===== src/rtl/conv_window_addr_gen_pkg.sv =====
// Shared definitions for the convolution window address generator:
// FSM state encoding and a constant-safe ceil(log2) helper.
package conv_pkg;

  typedef enum logic [1:0] {
    ST_IDLE = 2'b00,
    ST_RUN  = 2'b01,
    ST_DONE = 2'b10
  } conv_state_e;

  // Never returns less than 1, so a single-value range still gets a 1-bit counter.
  function automatic int clog2(input int n);
    int r;
    r = 1;
    for (int i = 0; i < 31; i++) begin
      if ((1 << r) < n) r = r + 1;
    end
    return r;
  endfunction

endpackage


===== src/rtl/conv_window_addr_gen_if.sv =====
// Address beat stream from the window sequencer to the pixel RAM / MAC array.
interface conv_window_addr_gen_if #(
  parameter int ADDR_W = 4,
  parameter int TAP_W  = 4
);

  // A beat transfers on a rising clock edge where addr_valid and addr_ready are both
  // high; once raised, addr_valid and the payload hold steady until that transfer.
  logic              addr_valid;
  logic              addr_ready;
  logic [ADDR_W-1:0] addr;
  logic [TAP_W-1:0]  tap_idx;
  logic              win_first;
  logic              win_last;
  logic              addr_pad;

  modport master (
    output addr_valid, addr, tap_idx, win_first, win_last, addr_pad,
    input  addr_ready
  );

  modport slave (
    input  addr_valid, addr, tap_idx, win_first, win_last, addr_pad,
    output addr_ready
  );

endinterface


===== src/rtl/conv_window_addr_gen_axis_counter.sv =====
// Wrapping 0..MAX-1 counter; wrap flags the enabled step that returns to 0 so
// counters can be chained innermost to outermost.
module conv_axis_counter #(
  parameter int MAX = 4,
  parameter int W   = 2
) (
  input  logic         CLK,
  input  logic         RESET,
  input  logic         en,
  input  logic         clr,
  output logic [W-1:0] q,
  output logic         wrap
);

  logic [W-1:0] q_q;
  logic [W-1:0] q_d;
  logic         at_max;

  assign at_max = (q_q == W'(MAX - 1));

  always_comb begin
    q_d = q_q;
    if (clr) begin
      q_d = '0;
    end else if (en) begin
      q_d = at_max ? '0 : q_q + W'(1);
    end
  end

  always_ff @(posedge CLK or posedge RESET) begin
    if (RESET) begin
      q_q <= '0;
    end else begin
      q_q <= q_d;
    end
  end

  assign q    = q_q;
  assign wrap = en & at_max;

endmodule


===== src/rtl/conv_window_addr_gen.sv =====
// Sliding KxK window pixel-address sequencer. Optional WIN_PAD_EN macro selects a
// "same"-size scan with K/2 zero padding; otherwise only fully in-image windows are walked.
module conv_window_addr_gen
  import conv_pkg::*;
#(
  parameter int IMG_W  = 4,
  parameter int IMG_H  = 4,
  parameter int K      = 3,
  parameter int STRIDE = 1
) (
  input  logic                    CLK,
  input  logic                    RESET,
  input  logic                    start,
  conv_window_addr_gen_if.master  bus,
  output logic                    busy,
  output logic                    done,
  output conv_state_e             state_dbg
);

  localparam int ADDR_W = clog2(IMG_W * IMG_H);
  localparam int TAP_W  = clog2(K * K);
`ifdef WIN_PAD_EN
  localparam int PAD    = K / 2;
  localparam int NWC    = (IMG_W + STRIDE - 1) / STRIDE;
  localparam int NWR    = (IMG_H + STRIDE - 1) / STRIDE;
  localparam int CW     = ADDR_W + 2;
`else
  localparam int PAD    = 0;
  localparam int NWC    = (IMG_W - K) / STRIDE + 1;
  localparam int NWR    = (IMG_H - K) / STRIDE + 1;
  localparam int CW     = ADDR_W + 1;
`endif
  localparam int TC_W   = clog2(K);
  localparam int WC_W   = clog2(NWC);
  localparam int WR_W   = clog2(NWR);

  conv_state_e       state_q, state_d;
  logic              valid_q, valid_d;
  logic [ADDR_W-1:0] addr_q, addr_d;
  logic [TAP_W-1:0]  tap_q, tap_d;
  logic              first_q, first_d;
  logic              last_q, last_d;
  logic              pad_q, pad_d;
  logic              frame_last_q, frame_last_d;
  logic              busy_q, busy_d;
  logic              done_q, done_d;

  logic              adv;
  logic              cnt_clr;
  logic [TC_W-1:0]   tc, tr;
  logic [WC_W-1:0]   wc;
  logic [WR_W-1:0]   wr;
  logic              tc_wrap, tr_wrap, wc_wrap, wr_wrap;

  logic [CW-1:0]     row_c, col_c, lin_c;
  logic [ADDR_W-1:0] nx_addr;
  logic [TAP_W-1:0]  nx_tap;
  logic              nx_first, nx_last, nx_pad;

  // Counters always hold the coordinates of the next beat to be loaded into the
  // output registers; they advance exactly when a beat is loaded.
  assign adv = ((state_q == ST_IDLE) && start) ||
               ((state_q == ST_RUN) && valid_q && bus.addr_ready && !frame_last_q);
  assign cnt_clr = (state_q == ST_DONE);

  conv_axis_counter #(.MAX(K),   .W(TC_W)) u_tc (
    .CLK(CLK), .RESET(RESET), .en(adv),     .clr(cnt_clr), .q(tc), .wrap(tc_wrap)
  );
  conv_axis_counter #(.MAX(K),   .W(TC_W)) u_tr (
    .CLK(CLK), .RESET(RESET), .en(tc_wrap), .clr(cnt_clr), .q(tr), .wrap(tr_wrap)
  );
  conv_axis_counter #(.MAX(NWC), .W(WC_W)) u_wc (
    .CLK(CLK), .RESET(RESET), .en(tr_wrap), .clr(cnt_clr), .q(wc), .wrap(wc_wrap)
  );
  conv_axis_counter #(.MAX(NWR), .W(WR_W)) u_wr (
    .CLK(CLK), .RESET(RESET), .en(wc_wrap), .clr(cnt_clr), .q(wr), .wrap(wr_wrap)
  );

  always_comb begin
    row_c = CW'(wr) * CW'(STRIDE) + CW'(tr) - CW'(PAD);
    col_c = CW'(wc) * CW'(STRIDE) + CW'(tc) - CW'(PAD);
    lin_c = row_c * CW'(IMG_W) + col_c;
`ifdef WIN_PAD_EN
    // A negative coordinate wraps to a huge unsigned value, so one compare per axis
    // catches both the leading and the trailing border.
    nx_pad = (row_c >= CW'(IMG_H)) | (col_c >= CW'(IMG_W));
`else
    nx_pad = 1'b0;
`endif
    nx_addr  = nx_pad ? '0 : ADDR_W'(lin_c);
    nx_tap   = TAP_W'(tr) * TAP_W'(K) + TAP_W'(tc);
    nx_first = (tr == '0) && (tc == '0);
    nx_last  = (tr == TC_W'(K - 1)) && (tc == TC_W'(K - 1));
  end

  always_comb begin
    state_d      = state_q;
    valid_d      = valid_q;
    addr_d       = addr_q;
    tap_d        = tap_q;
    first_d      = first_q;
    last_d       = last_q;
    pad_d        = pad_q;
    frame_last_d = frame_last_q;
    busy_d       = busy_q;
    done_d       = 1'b0;

    case (state_q)
      ST_IDLE: begin
        if (start) begin
          state_d = ST_RUN;
          valid_d = 1'b1;
          busy_d  = 1'b1;
        end
      end
      ST_RUN: begin
        if (valid_q && bus.addr_ready && frame_last_q) begin
          state_d = ST_DONE;
          valid_d = 1'b0;
          busy_d  = 1'b0;
          done_d  = 1'b1;
          addr_d  = '0;
          tap_d   = '0;
          first_d = 1'b0;
          last_d  = 1'b0;
          pad_d   = 1'b0;
          frame_last_d = 1'b0;
        end
      end
      ST_DONE: begin
        state_d = ST_IDLE;
      end
      default: begin
        state_d = ST_IDLE;
        valid_d = 1'b0;
        busy_d  = 1'b0;
      end
    endcase

    // The full carry chain fires only on the step that loads the frame's final beat.
    if (adv) begin
      addr_d       = nx_addr;
      tap_d        = nx_tap;
      first_d      = nx_first;
      last_d       = nx_last;
      pad_d        = nx_pad;
      frame_last_d = wr_wrap;
    end
  end

  always_ff @(posedge CLK or posedge RESET) begin
    if (RESET) begin
      state_q      <= ST_IDLE;
      valid_q      <= 1'b0;
      addr_q       <= '0;
      tap_q        <= '0;
      first_q      <= 1'b0;
      last_q       <= 1'b0;
      pad_q        <= 1'b0;
      frame_last_q <= 1'b0;
      busy_q       <= 1'b0;
      done_q       <= 1'b0;
    end else begin
      state_q      <= state_d;
      valid_q      <= valid_d;
      addr_q       <= addr_d;
      tap_q        <= tap_d;
      first_q      <= first_d;
      last_q       <= last_d;
      pad_q        <= pad_d;
      frame_last_q <= frame_last_d;
      busy_q       <= busy_d;
      done_q       <= done_d;
    end
  end

  assign bus.addr_valid = valid_q;
  assign bus.addr       = addr_q;
  assign bus.tap_idx    = tap_q;
  assign bus.win_first  = first_q;
  assign bus.win_last   = last_q;
  assign bus.addr_pad   = pad_q;
  assign busy           = busy_q;
  assign done           = done_q;
  assign state_dbg      = state_q;

endmodule


===== src/flat_wrapper.sv =====
// flat-port wrapper written by rule: the top's interface ports become plain ports
module conv_window_addr_gen_flat import conv_pkg::*;
#(
  parameter int IMG_W  = 4,
  parameter int IMG_H  = 4,
  parameter int K      = 3,
  parameter int STRIDE = 1
)
  (CLK, RESET, start, busy, done, state_dbg, bus_addr_valid, bus_addr, bus_tap_idx, bus_win_first, bus_win_last, bus_addr_pad, bus_addr_ready);
  conv_window_addr_gen_if #(.ADDR_W((clog2(4 * 4))), .TAP_W((clog2(9)))) bus_i ();
  input  logic CLK;
  input  logic RESET;
  input  logic start;
  output logic busy;
  output logic done;
  output conv_state_e state_dbg;
  output wire logic [$bits(bus_i.addr_valid)-1:0] bus_addr_valid;
  output wire logic [$bits(bus_i.addr)-1:0] bus_addr;
  output wire logic [$bits(bus_i.tap_idx)-1:0] bus_tap_idx;
  output wire logic [$bits(bus_i.win_first)-1:0] bus_win_first;
  output wire logic [$bits(bus_i.win_last)-1:0] bus_win_last;
  output wire logic [$bits(bus_i.addr_pad)-1:0] bus_addr_pad;
  input wire logic [$bits(bus_i.addr_ready)-1:0] bus_addr_ready;
  assign bus_addr_valid = bus_i.addr_valid;
  assign bus_addr = bus_i.addr;
  assign bus_tap_idx = bus_i.tap_idx;
  assign bus_win_first = bus_i.win_first;
  assign bus_win_last = bus_i.win_last;
  assign bus_addr_pad = bus_i.addr_pad;
  assign bus_i.addr_ready = bus_addr_ready;
  conv_window_addr_gen #(.IMG_W(IMG_W), .IMG_H(IMG_H), .K(K), .STRIDE(STRIDE)) u_core (.CLK(CLK), .RESET(RESET), .start(start), .bus(bus_i), .busy(busy), .done(done), .state_dbg(state_dbg));
endmodule

===== config.mk =====
export PLATFORM = sky130hd
export DESIGN_NAME = conv_window_addr_gen_flat
export DESIGN_NICKNAME = d
export VERILOG_FILES = /design/src/rtl/conv_window_addr_gen_pkg.sv /design/src/rtl/conv_window_addr_gen_if.sv /design/src/rtl/conv_window_addr_gen_axis_counter.sv /design/src/rtl/conv_window_addr_gen.sv /design/src/flat_wrapper.sv
export SDC_FILE = /design/constraint.sdc
export NUM_CORES = 1
export LEC_CHECK = 0
export BUFFER_PORTS_ARGS = -buffer_cell sky130_fd_sc_hd__buf_2
export CAP_MARGIN = 20
export CELL_PAD_IN_SITES_DETAIL_PLACEMENT = 0
export CELL_PAD_IN_SITES_GLOBAL_PLACEMENT = 1
export CORE_AREA = 3 3 59 61
export CTS_CLUSTER_SIZE = 16
export DETAILED_ROUTE_END_ITERATION = 6
export DIE_AREA = 0 0 62 64
export PLACE_DENSITY_LB_ADDON = 0.1
export REMOVE_ABC_BUFFERS = 1
export SETUP_SLACK_MARGIN = 0.1
export SKIP_LAST_GASP = 1
export SYNTH_ARGS = -nofsm -noshare
export SYNTH_HDL_FRONTEND = slang
export SYNTH_SLANG_ARGS = --single-unit

===== constraint.sdc =====
create_clock -name CLK -period 2 [get_ports CLK]
set_clock_uncertainty 0.2 [all_clocks]
set_input_delay 0 -clock CLK [delete_from_list [all_inputs] [get_ports CLK]]
set_output_delay 0 -clock CLK [all_outputs]
set_load 0.02 [all_outputs]

### Word level (Yosys, flattened, before mapping)

Cells that the tools add are included.

| word-level totals | value |
|---|---|
| flip-flop bits (word level) | 22 |
| latch bits | 0 |
| memory bits (writable) | 0 |
| memory bits (read-only) | 0 |
| input port bits | 4 |
| output and inout bits | 16 |
| word-level logic and storage cells | 84 |
| memories kept | 0 |

| cells by class | value |
|---|---|
| $add $sub $neg | 8 |
| $mul | 1 |
| divide/modulo/power cells | 0 |
| order comparisons | 0 |
| eq/ne operators | 6 |
| shifts and indexed selects | 0 |
| mux-type cells | 29 |
| bitwise logic cells | 5 |
| reduce and logical (&&, ||, !) cells | 22 |

Operators with widths:

| kind | number |
|---|---|
| 2-bit two-way mux | 8 |
| 4-bit two-way mux | 4 |
| 1-bit two-way mux | 15 |
| 2-bit nonzero test | 6 |
| 1-bit logical AND | 8 |
| 2-bit == test, second input constant | 3 |
| 2-bit zero test | 3 |
| 2-bit by 1-bit adder with 2-bit output, second input constant | 2 |
| 4-bit by 2-bit adder with 4-bit output | 1 |
| 4-bit adder | 1 |
| 1-bit AND | 4 |
| 2-bit by 2-bit multiplier with 4-bit output, second input constant | 1 |
| 2-bit != test, second input constant | 2 |
| 2-bit one-hot mux with 2 select lines | 1 |
| 2-bit AND reduction | 2 |
| 1-bit by 2-bit adder with 3-bit output | 1 |
| 1-bit one-hot mux with 3 select lines | 1 |
| 3-bit AND reduction | 1 |
| 1-bit adder, second input constant | 2 |
| 1-bit by 2-bit adder with 2-bit output | 1 |
| 2-bit by 1-bit == test with 1-bit output, second input constant | 1 |
| 1-bit zero test | 1 |
| 1-bit logical OR | 1 |
| 1-bit inverter | 1 |

### Longest topological paths before layout

| logic depth | value |
|---|---|
| depth after elaboration | 10 |
| depth in mapped cells | 6 |
| mapped depth without buffers | 6 |

### Modules after synthesis

A second synthesis with hierarchy kept.

| second synthesis, totals | value |
|---|---|
| cells, all modules | 97 |
| area, all modules | 1102.3 um^2 |

By module, submodules not included:

| module | instances | cells each | area each (um^2) | sequential area each (um^2) |
|---|---|---|---|---|
| conv_window_addr_gen | 1 | 65 | 804.5 | 375.4 |
| conv_axis_counter (u_core.u_tc ...) | 2 | 11 | 100.1 | 50.0 |
| conv_axis_counter (u_core.u_wc ...) | 2 | 5 | 48.8 | 25.0 |

### Least setup slack after synthesis

Ideal clock, no wire load.

| timing | value |
|---|---|
| path type | reg2reg |
| from | register u_core.u_tr.q_q[1], in the netlist u_core.u_tr.q[1] |
| to | register u_core.tap_q[2], in the netlist u_core.bus.tap_idx[2] |
| library setup time | 0.121 ns |
| arrival time | 1.744 ns |
| required time | 1.679 ns |
| slack | -0.065 ns |
| cell stages (with the launch flop) | 5 |
| path buffers | 0 |
| clock period less this slack | 2.065 ns |
| cells stage by stage | dfrtp_1 fa_1 ha_1 fa_1 a22o_1 |

| on the way | value |
|---|---|
| cells in the longest elaborated chain, start to end | 3 |

RTL lines:

| item | line | text |
|---|---|---|
| start, declared | conv_window_addr_gen_axis_counter.sv:15 | `logic [W-1:0] q_q;` |
| start signal, assigned | conv_window_addr_gen_axis_counter.sv:34 | `q_q <= q_d;` |
| 2-bit by 2-bit multiplier with 4-bit output | conv_window_addr_gen.sv:91 | `nx_tap = TAP_W'(tr) * TAP_W'(K) + TAP_W'(tc);` |
| 4-bit by 2-bit adder with 4-bit output | conv_window_addr_gen.sv:91 |  |
| 4-bit two-way mux | conv_window_addr_gen.sv:141 | `if (adv) begin` |
| end signal, assigned | conv_window_addr_gen.sv:167 | `tap_q <= tap_d;` |
| end, declared | conv_window_addr_gen.sv:40 | `logic [TAP_W-1:0] tap_q, tap_d;` |

Every way passes these cells.
A chain may end at the register's enable or synchronous reset.

### Worst setup path in the final report

| timing | value |
|---|---|
| from | register u_core.u_tc.q_q[1], in the netlist u_core.u_tc.q[1] |
| to | register u_core.tap_q[2], in the netlist u_core.bus.tap_idx[2] |

| on the way | value |
|---|---|
| cells in the longest elaborated chain, start to end | 2 |

RTL lines:

| item | line |
|---|---|
| start, declared | conv_window_addr_gen_axis_counter.sv:15 |
| start signal, assigned | conv_window_addr_gen_axis_counter.sv:34 |
| 4-bit by 2-bit adder with 4-bit output | conv_window_addr_gen.sv:91 |
| 4-bit two-way mux | conv_window_addr_gen.sv:141 |

Every way passes these cells.

==> results.ini <==
[placed_design]
gp_congestion = 0.693
portBuffers = 18
place_ws_ns = -0.0540
place_inst = 156
dp_hpwl_mm = 1.62

[cells_and_area]
seqCellArea_sq_um = 526
multi_input_area_sq_um = 568
nets = 137
layout-drive-gt1-share_pct = 27.5
fin_cells = 164
antenna_cells = 0
area_delta_synth_final_pct = 16.0
nFillCells = 295

[synthesis]
syn_area_sq_um = 1170
synth.most_common_cell = dfrtp_1
seq_area_frac_synth_pct = 44.9
synth_ff_type = dfrtp_1
synth-seq-cells = 21
syn_inst = 96
yosysWarnings = 0
ys_async_sr_fraction_pct = 100
synth-edff-count = 0
synth_common_cells = 21 x dfrtp_1, 10 x a22o_1, 10 x ha_1
synth_top_area_share_pct = 44.9
yosys.area.top_type = dfrtp_1
avgSynthCellArea_sq_um = 12.2
ys_top_cells_by_area = dfrtp_1 45%, ha_1 11%, a22o_1 7.5%
synth_cell_types = 33

[power_and_ir_drop]
ir_drop_mv = 0.547
power_density_nw_per_um2 = 1470
totalPowerFinal_mw = 1.99
p_leak_nw = 0.689

[global_routing]
grt_use_total_pct = 12.7
grt_overflow_total = 0
grt_max_degree = 22
grt_pass1_wl_mm = 3.72
antenna_found_initial = 0
grt_pass1_vias = 795

[sta]
slew_headroom_pct = 46.4
rsz0062_at_grt = yes
setup_viol = 1
max_freq_ghz = 0.491
layout_min_cycle_time_ns = 2.04
finalWorstSetupSlack_ns = -0.0364
finalCritPeriodShare_pct = 102
final-hold-violation-count = 0
finalMaxSlewViolations = 0
worst_slew_pin_slew_ns = 0.802

[clock_tree]
cts_buffer_depth = 2
cts_sinks = 21
cts_setup_buffers = 0
cts.clk_slew.worst_paths_ns = 0.12
cts_root_buffer = clkbuf_4
worstSkewPairLatency_ns = 0.29
cts_tree = done
cts.htree.levels = 1
numCtsBuffers = 3

[die]
core_area_sq_um = 3030
die_height_microns = 64
die_w_microns = 62
fp-row-count = 20
dieArea_sq_um = 3970
num_io_pins = 20
start_util_pct = 38.6

[worst_setup_path]
cp-end-kind = flip-flop
timing.critical_path.max_delay_family = adder cells
cp_max_fo = 2
cp_common_cell = fa_1
required_ns = 1.99
path_class = flip-flop to flip-flop
slowest_stage = fa_1
worstPathCellList = fa_1, ha_2, fa_1, a22o_1
cp-start-kind = flip-flop
path_buf_inv = 0
arrival_ns = 2.03
cp_slowest_stage_delay_ns = 0.55

[detailed_routing]
finalWirelength_mm = 2.08
vias = 769
drt_iter0_markers = 9
wl_per_cell_microns = 12.7
via_per_inst = 4.69
firstDrtPassIters = 4
post-route-drc-count = 0
ant_nets = 0

[run_status]
violations = setup timing
run_status = finished with violations

[job]
maxCapViolCount = 0

[hold_path]
hold_path.class = input pin to asynchronous set/reset pin

==> per-layer routing <==
metal,up-vias,GRT usage [%],wire length [microns]
li1,386,-,-
met1,372,17.7,1060
met2,9,18.4,941
met3,2,4.24,55
met4,0,3.98,21
met5,-,0,0
==> layout by cell type (no fill, tap or decap), drive strengths merged, types with 4 or more instances in the layout <==
cell type    count
ha              10
dfrtp           21
o21ai            4
dlygate4sd3      4
clkbuf           4
nand2            6
nor2             4
buf             22
mux2i            4
inv              6
a22o            10
==> worst reg2reg max path, cell delays in order (launching register included) <==
cell and delay, ns:
dfrtp_1 0.42, fa_1 0.55, ha_2 0.17, fa_1 0.40, a22o_1 0.21
==> flip-flops by register name, indices dropped and copies added, names as in the netlist <==
| signal | flops |
|---|---|
| u_core.bus.tap_idx | 4 |
| u_core.bus.win_first | 1 |
| u_core.busy | 1 |
| u_core.done | 1 |
| u_core.bus.addr | 4 |
| u_core.u_wc.q | 1 |
| u_core.u_wr.q | 1 |
| u_core.bus.win_last | 1 |
| u_core.u_tr.q | 2 |
| u_core.u_tc.q | 2 |
| u_core.frame_last_q | 1 |
| u_core.state_dbg | 2 |
==> timing repair <==
action,4_1_cts,5_1_grt
hold endpoints to repair,27,0
pin swaps,2,0
endpoints found under the setup margin,5,2
gates resized for setup,2,0
hold buffers,4,0
==> kinds of logic (layout without fill, tap and decap cells) <==
kind of cell	Yosys count	after routing	synth area share, %
other	1	1	0.321
xor gates and xnor gates	2	2	1.50
muxes	4	4	3.42
adders and majority gates	12	12	14.1
DFF	21	21	44.9
buffers and inverters	12	36	7.06
and+or+nand+nor	22	22	12.8
AOI/OAI and AO/OA	22	22	15.8
==> per-stage QoR <==
step	TNS, ns	hold slack, ns	utilization, %	cell area (sq um)
after global placement	-0.0195	-0.0132	42.4	1280
after global routing	-0.0806	0.275	44.8	1360
after detailed placement	-0.0540	-0.000780	42.4	1280
after CTS	-0.0424	0.205	44.8	1360
after floorplan	-0.0646	-0.223	-	1110
final	-0.0364	0.182	44.8	1360
==> worst paths after layout <==
kind | from | to | slack (ns) | cells past startpoint
hold / removal | RESET | u_core.done$_DFF_PP0_ | 0.18 | 3
min in group CLK | u_core.bus.win_first$_DFFE_PP0P_ | u_core.bus.win_first$_DFFE_PP0P_ | 0.30 | 1
setup / recovery | u_core.u_tc.q[1]$_DFFE_PP0P_ | u_core.bus.tap_idx[2]$_DFFE_PP0P_ | -0.04 | 4
hold reg to reg | u_core.bus.win_first$_DFFE_PP0P_ | u_core.bus.win_first$_DFFE_PP0P_ | 0.30 | 1
max in group asynchronous | RESET | u_core.bus.tap_idx[0]$_DFFE_PP0P_ | 0.92 | 3
setup reg to reg | u_core.u_tc.q[1]$_DFFE_PP0P_ | u_core.bus.tap_idx[2]$_DFFE_PP0P_ | -0.04 | 4
==> where the power goes <==
group | internal (mW) | total, mW | switching [mW] | leakage (nW)
Sequential | 0.592 | 0.743 | 0.150 | 0.260
Clock | 0.0775 | 0.201 | 0.123 | 0.0150
Combinational | 0.495 | 1.05 | 0.555 | 0.414
Total | 1.16 | 1.99 | 0.829 | 0.689
==> area by class of cell <==
type	count	share of cell area (%)
Multi-Input combinational cell	63	41.8
Sequential cell	21	38.7
Timing Repair Buffer	26	11.8
Tap cell	44	4.06
Clock buffer	4	1.94
Inverter	6	1.66
Power figures use the tool's default switching activity.
